<file path="src/rtl/instr_prefetch_if.sv">
// Prefetch bundle: instruction-memory request/ack port, retire redirect and fetch-side valid/ready head.
// master = prefetch queue, slave = memory + fetch/retire environment.
interface instr_prefetch_if #(
  parameter int DEPTH = 4
);
  localparam int CW = $clog2(DEPTH) + 1;

  logic          imem_req;
  logic [31:0]   imem_addr;
  logic          imem_ack;
  logic [31:0]   imem_data;
  logic          jump;
  logic [31:0]   jump_addr;
  logic          valid;
  logic [31:0]   instr;
  logic [31:0]   pc;
  logic [3:0]    tag;
  logic          ready;
  logic [CW-1:0] count;

  modport master (
    output imem_req, imem_addr, valid, instr, pc, tag, count,
    input  imem_ack, imem_data, jump, jump_addr, ready
  );

  modport slave (
    input  imem_req, imem_addr, valid, instr, pc, tag, count,
    output imem_ack, imem_data, jump, jump_addr, ready
  );
endinterface

</file>
<file path="src/rtl/instr_prefetch.sv">
// Sequential instruction prefetch FIFO with epoch-tagged flush; ack in cycle N shows on valid in N+1.
// One request outstanding; stops requesting when next-cycle occupancy would reach DEPTH, holds head until ready.
module instr_prefetch #(
  parameter int          DEPTH    = 4,
  parameter logic [31:0] RESET_PC = 32'h0000_0000
) (
  input logic          i_clk,
  input logic          i_rstn,
  instr_prefetch_if.master bus
);
  localparam int AW = $clog2(DEPTH);
  localparam int CW = AW + 1;

  typedef struct packed {
    logic [31:0] pc;
    logic [31:0] instr;
    logic [3:0]  epoch;
  } entry_t;

  typedef enum logic [1:0] {IDLE, REQ, DISCARD} state_t;

  state_t        state, state_nxt;
  entry_t        mem [DEPTH];
  entry_t        head;
  logic [AW-1:0] rd_ptr, wr_ptr;
  logic [CW-1:0] count;
  logic [31:0]   fetch_pc, hold_addr;
  logic [3:0]    epoch;
  logic          push, pop, room;
  logic [CW:0]   occ_nxt;
  logic          unused_jump_lsb;

  assign unused_jump_lsb = ^bus.jump_addr[1:0];

  assign push    = bus.imem_req & bus.imem_ack & (state == REQ) & ~bus.jump;
  assign pop     = bus.valid & bus.ready & ~bus.jump;
  assign occ_nxt = {1'b0, count} + {{CW{1'b0}}, push} - {{CW{1'b0}}, pop};
  assign room    = occ_nxt < (CW+1)'(DEPTH);

  always_ff @(posedge i_clk or negedge i_rstn) begin
    if (!i_rstn) state <= IDLE;
    else         state <= state_nxt;
  end

  always_comb begin
    state_nxt = state;
    if (bus.jump) begin
      // an unacked request must still be drained; its data belongs to the old stream
      state_nxt = ((state != IDLE) && !bus.imem_ack) ? DISCARD : REQ;
    end else begin
      case (state)
        IDLE:    if (room) state_nxt = REQ;
        REQ,
        DISCARD: if (bus.imem_ack) state_nxt = room ? REQ : IDLE;
        default: state_nxt = IDLE;
      endcase
    end
  end

  always_comb begin
    bus.imem_req  = (state != IDLE);
    bus.imem_addr = (state == DISCARD) ? hold_addr : fetch_pc;
  end

  always_ff @(posedge i_clk or negedge i_rstn) begin
    if (!i_rstn) begin
      count     <= '0;
      rd_ptr    <= '0;
      wr_ptr    <= '0;
      fetch_pc  <= RESET_PC;
      hold_addr <= RESET_PC;
      epoch     <= 4'd0;
    end else if (bus.jump) begin
      count    <= '0;
      rd_ptr   <= wr_ptr;
      fetch_pc <= {bus.jump_addr[31:2], 2'b00};
      epoch    <= epoch + 4'd1;
      if (state == REQ && !bus.imem_ack) hold_addr <= fetch_pc;
    end else begin
      count <= occ_nxt[CW-1:0];
      if (push) begin
        wr_ptr   <= wr_ptr + 1'b1;
        fetch_pc <= fetch_pc + 32'd4;
      end
      if (pop) rd_ptr <= rd_ptr + 1'b1;
    end
  end

  always_ff @(posedge i_clk) begin
    if (push) mem[wr_ptr] <= '{pc: fetch_pc, instr: bus.imem_data, epoch: epoch};
  end

  assign head      = mem[rd_ptr];
  assign bus.valid = (count != '0);
  assign bus.instr = bus.valid ? head.instr : 32'd0;
  assign bus.pc    = bus.valid ? head.pc    : 32'd0;
  assign bus.tag   = bus.valid ? head.epoch : 4'd0;
  assign bus.count = count;
endmodule

</file>
<file path="src/flat_wrapper.sv">
// flat-port wrapper written by rule: the top's interface ports become plain ports
module instr_prefetch_flat 
#(
  parameter int          DEPTH    = 4,
  parameter logic [31:0] RESET_PC = 32'h0000_0000
)
  (i_clk, i_rstn, bus_imem_req, bus_imem_addr, bus_valid, bus_instr, bus_pc, bus_tag, bus_count, bus_imem_ack, bus_imem_data, bus_jump, bus_jump_addr, bus_ready);
  instr_prefetch_if #(.DEPTH(DEPTH)) bus_i ();
  input logic i_clk;
  input logic i_rstn;
  output wire logic [$bits(bus_i.imem_req)-1:0] bus_imem_req;
  output wire logic [$bits(bus_i.imem_addr)-1:0] bus_imem_addr;
  output wire logic [$bits(bus_i.valid)-1:0] bus_valid;
  output wire logic [$bits(bus_i.instr)-1:0] bus_instr;
  output wire logic [$bits(bus_i.pc)-1:0] bus_pc;
  output wire logic [$bits(bus_i.tag)-1:0] bus_tag;
  output wire logic [$bits(bus_i.count)-1:0] bus_count;
  input wire logic [$bits(bus_i.imem_ack)-1:0] bus_imem_ack;
  input wire logic [$bits(bus_i.imem_data)-1:0] bus_imem_data;
  input wire logic [$bits(bus_i.jump)-1:0] bus_jump;
  input wire logic [$bits(bus_i.jump_addr)-1:0] bus_jump_addr;
  input wire logic [$bits(bus_i.ready)-1:0] bus_ready;
  assign bus_imem_req = bus_i.imem_req;
  assign bus_imem_addr = bus_i.imem_addr;
  assign bus_valid = bus_i.valid;
  assign bus_instr = bus_i.instr;
  assign bus_pc = bus_i.pc;
  assign bus_tag = bus_i.tag;
  assign bus_count = bus_i.count;
  assign bus_i.imem_ack = bus_imem_ack;
  assign bus_i.imem_data = bus_imem_data;
  assign bus_i.jump = bus_jump;
  assign bus_i.jump_addr = bus_jump_addr;
  assign bus_i.ready = bus_ready;
  instr_prefetch #(.DEPTH(DEPTH), .RESET_PC(RESET_PC)) u_core (.i_clk(i_clk), .i_rstn(i_rstn), .bus(bus_i));
endmodule
</file>
<file path="config.mk">
export PLATFORM = sky130hd
export DESIGN_NAME = instr_prefetch_flat
export DESIGN_NICKNAME = d
export VERILOG_FILES = /design/src/rtl/instr_prefetch_if.sv /design/src/rtl/instr_prefetch.sv /design/src/flat_wrapper.sv
export SDC_FILE = /design/constraint.sdc
export NUM_CORES = 1
export LEC_CHECK = 0
export CAP_MARGIN = 0
export CORE_ASPECT_RATIO = 1.25
export CORE_MARGIN = 5
export CORE_UTILIZATION = 41
export DETAILED_ROUTE_END_ITERATION = 7
export RECOVER_POWER = 50
export SYNTH_ARGS = -nofsm -noshare
export SYNTH_HDL_FRONTEND = slang
export SYNTH_SLANG_ARGS = --single-unit
</file>
<file path="constraint.sdc">
create_clock -name i_clk -period 9.9 [get_ports i_clk]
set_input_delay 0.99 -clock i_clk [delete_from_list [all_inputs] [get_ports i_clk]]
set_output_delay 0.99 -clock i_clk [all_outputs]
set_load 0.02 [all_outputs]
</file>
Yosys cells after proc, flatten, opt, wreduce, memory -nomap -nowiden. Memories as Yosys holds them, arrays and structs flattened. Cells that the tools add are included.

Memory bits (read-only): 0. Output and inout port bits: 105. Bits in writable memories: 272. Input port bits: 69. Word-level logic and storage cells: 54. Bits in registers: 77. Latch bits: 0. Memories kept: 1.

Add/subtract/negate cells: 6. Equal/unequal tests: 4. Divide/modulo/power cells: 0. Bitwise logic cells: 6. Multiply operators: 0. Mux-type cells: 17. $lt $le $gt $ge: 1. Shifts and indexed selects: 0. Reduce and logical (&&, ||, !) cells: 12.

Memories: u_core.mem (depth 4, bits a word 68, rd ports 1, clocked after memory_dff 0, write ports 1, line instr_prefetch.sv:23) `entry_t mem [DEPTH];`.

Operator list (number): 32-bit 2-to-1 mux (5); 32-bit by 3-bit adder with 32-bit output, second input constant (1); 2-bit 2-to-1 mux (6); 2-bit AND reduction (3); 2-bit nonzero test (3); 1-bit bitwise AND (5); 2-bit by 1-bit adder with 2-bit output, second input constant (2); 3-bit by 1-bit adder with 4-bit output (1); 4-bit by 1-bit adder with 4-bit output, second input constant (1); 4-bit by 3-bit less-than comparator with 1-bit output, second input constant (1); 4-bit 2-to-1 mux (1); 2-bit case mux with 2 select lines (1); 4-bit by 1-bit subtractor with 4-bit output (1); 1-bit 2-to-1 mux (3); 3-bit 2-to-1 mux (1); 3-bit by 2-bit != test with 1-bit output, second input constant (1); 3-bit != test, second input constant (1); 3-bit nonzero test (1); 2-bit by 1-bit equality test with 1-bit output, second input constant (1); 2-bit equality test, second input constant (1); 1-bit logical AND (2); 2-bit logical NOT (1); 2-bit OR reduction (1); 1-bit logical NOT (1); 1-bit NOT (1).

Logic depth before layout (Yosys ltp).
Depth in word-level cells: 11. Mapped depth: 13. Depth with buffers taken out: 12.

Least setup slack after synthesis. OpenSTA, ideal clock, no wires.

Path kind: input to register. Start: in bus_jump. End: mem u_core.mem[1][0] (netlist name) (enable). Library setup time: 0.432 ns. Slack: 6.275 ns. Arrival time: 3.193 ns. Data required time: 9.468 ns. Cell stages on the path: 4. Path buffers: 2. Cell sequence: clkbuf_1 clkinv_1 clkbuf_1 and3_1.

Longest elaborated chain between the ends: 4.

RTL lines: start, declared (line flat_wrapper.sv:20) `input wire logic [$bits(bus_i.jump)-1:0] bus_jump;`; 1-bit NOT (line instr_prefetch.sv:35) `assign push = bus.imem_req & bus.imem_ack & (state == REQ) & ~bus.jump;`; 1-bit bitwise AND (line instr_prefetch.sv:35); 1-bit 2-to-1 mux (line instr_prefetch.sv:90) `if (push) mem[wr_ptr] <= '{pc: fetch_pc, instr: bus.imem_data, epoch: epoch};`; 1-bit 2-to-1 mux (implied by the code) (line instr_prefetch.sv:90); end, declared (line instr_prefetch.sv:23).

Every way passes these cells.

Worst setup path after layout.
Start: in bus_jump. End: mem u_core.mem[3][65] (netlist name) (enable).

The elaborated chain is that of the path after synthesis.

==> metrics.txt <==
outcome=complete, but fails checks; failing checks=capacitance limit, slew limit; vias post-DR=7626; count of different cell masters after synthesis=44; Synth Instances=824; Max VDD drop=0.129 mV; RSZ-0062 raised after global routing=no; Final Critical Period=5.15 ns; CTS tree=built; vias in the first global route=8089; skew final=0.0137 ns; H-tree depth=2; post-cts resize count=0; CP Cell Sequence=buf_2 -> clkbuf_1 -> clkinv_1 -> clkbuf_1 -> and3_1 -> buf_4; worst-case clock buffer depth=3; first-pass GRT wire length=46800 um; Final Hold Fails=0; Slew Viols, Final=192; clock latency on the worst-skew pair=0.51 ns; CP dominant cell by count=clkbuf_1; num ports=174; Worst path max stage delay=1.42 ns; CP arrival=5.28 ns; DRT Pass-1 Iters=4; Post-Syn Area=0.0140 sq mm; Post-CTS Setup Bufs=0; Worst Max-Slew Pin Slew=3.67 ns; full die area=0.0380 sq mm; Rows=75; Post-CTS Hold Fix Bufs=0; placed cell area=0.0161 sq mm; P per Cell Area=271 mW/mm^2; GRT Util Overall=15.7%; syn avg cell area=17.0 sq um; post-detail-place hpwl=17500 um; ANT nets after route=0; leakage=5.85 nW; sequential area share after synthesis=69.6%; Most used DFF post-synth=edfxtp_1; nets@finish=1076; Layout area overhead=23.0%; Total Routed Length=29500 um; clock tree root driver cell=clkbuf_16; layout cells sized above 1=18.3%; vias per inst=5.29; Starting DRT DRC Count=414; port bufs=167; Core Region=0.0337 sq mm; FF+latch count, synth=337; slowest cell on the critical path=clkbuf_1; CP Max Fanout=50; synthesis warning total=0; die extent in y=217 um; clk sinks=337; Residual DRC=0; CTS Buf Count=36; EDFF count, synth=264; Initial Util=41.6%; Setup CP Type=primary input to register; min-delay worst type=primary input to async pin; final setup TNS=0 ns; initial antenna violation count=0; grt total ovfl=0; maximum clock rate=194 MHz; Setup violations, final=0; Slew headroom=-145%; # Max-Cap Violations=4; n_diodes=0; Worst-path clk slew=0.06 ns; crit start category=primary input; post-route cell area=0.0172 sq mm; Post-synth ARST share=21.7%; CP required=10.03 ns; drt wl/cell=20.5 um; width of the die=175 um; CP endpoint kind=register; largest net degree at the start of global routing=70; commonest cells after routing, fill and taps aside=264 x edfxtp_1, 133 x clkdlybuf4s50_1, 71 x dfrtp_1, 68 x and2_1, 66 x mux4_2; GP Congestion=0.742; period utilization=52.0%; commonest non-fill, non-tap cell in the layout=edfxtp_1
==> logic make-up (layout without fill, tap and decap cells) <==
kind of cell             Yosys count  count (layout)  share of synthesized area [%]
other                              1               4                         0.0268
multiplexers                     118             118                           14.8
buffers and inverters             69             260                           2.04
flip-flops                       337             337                           69.6
AND/OR/NAND/NOR                  200             200                           8.09
AO/OA/AOI/OAI                     69              69                           3.11
XOR/XNOR                          15              15                          0.938
adder cells (fa/ha/maj)           15              15                           1.39
==> layout make-up <==
cell class	count	area, sq um
clock buffers	49	1000
clock inverters	15	139
fillers	2850	16500
inverters	17	63.8
multi-input cells	421	4000
flip-flops and latches	337	9760
well taps	423	529
repair buffers	179	1740
==> synth_stat cells (3+ instances only) <==
library cell  instances  area share [%]
edfxtp_1            264              57
dfrtp_1              73              13
and2_1               68             3.0
mux4_2               66              11
mux2_2               51             4.1
nand2_1              38             1.0
clkbuf_1             37            0.99
o21ai_0              26            0.93
nor2_1               23            0.62
or4_1                20             1.1
a31oi_1              18            0.80
inv_1                16            0.43
nand3_1              16            0.57
o31ai_1              15            0.80
ha_1                 14             1.3
nand4_1              11            0.49
xnor2_1               8            0.50
xor2_1                7            0.44
and3_1                6            0.27
buf_1                 6            0.16
and4_1                4            0.25
buf_2                 4            0.14
buf_4                 4            0.21
o211ai_1              3            0.16
or3_1                 3            0.13
==> stage by stage <==
stage | util, % | hold WS (ns) | power, W | cells | worst slack, ns
floorplan | - | 0.450 | 0.00280 | 827 | 6.28
global placement | 47.8 | 0.463 | 0.00343 | 1377 | 5.81
detailed placement | 47.8 | 0.477 | 0.00344 | 1377 | 5.82
CTS | 51.2 | 0.289 | 0.00475 | 1441 | 5.26
global route | 51.1 | 0.509 | 0.00492 | 1441 | 3.96
finish | 51.1 | 0.474 | 0.00466 | 1441 | 4.75
==> critical path, delay by kind of cell <==
family / cells / cell delay (ns)
buffers and inverters: 5 / 3.23
and+or+nand+nor: 1 / 1.01
==> flip-flops by register name, indices dropped and copies added, names as in the netlist <==
signal	flops
u_core.fetch_pc	30
u_core.wr_ptr	2
u_core.state	2
u_core.mem	264
u_core.epoch	4
u_core.rd_ptr	2
u_core.bus.count	3
u_core.hold_addr	30
==> worst paths after layout <==
check	slack, ns	start	end	depth (start not counted)
min	0.47	i_rstn	u_core.fetch_pc[30]$_DFFE_PN0N_	1
min in group i_clk	0.49	u_core.hold_addr[15]$_DFFE_PN0P_	u_core.hold_addr[15]$_DFFE_PN0P_	2
max	4.75	bus_jump	u_core.mem[3][65]$_DFFE_PP_	6
max in group asynchronous	5.01	i_rstn	u_core.rd_ptr[0]$_DFFE_PN0P_	2
max reg2reg	6.31	u_core.bus.count[1]$_DFF_PN0_	u_core.state[0]$_DFFE_PN0P_	13
min reg2reg	0.49	u_core.hold_addr[15]$_DFFE_PN0P_	u_core.hold_addr[15]$_DFFE_PN0P_	2
==> metal layers <==
metal  global-route usage (%)  routed length [um]  up-vias
met4                     4.85                 718        0
li1                         -                   -     3542
met3                     3.01                1310       48
met5                        0                   0        -
met2                     26.2               14700      170
met1                     21.0               12700     3866
==> report_power, final <==
| part | internal, W | leakage, nW | switching, W |
|---|---|---|---|
| Combinational | 0.000777 | 2.05 | 0.000748 |
| Clock | 0.000764 | 0.556 | 0.000528 |
| Sequential | 0.00170 | 3.24 | 0.000143 |
| Total | 0.00324 | 5.85 | 0.00142 |
Power figures use the tool's default switching activity.
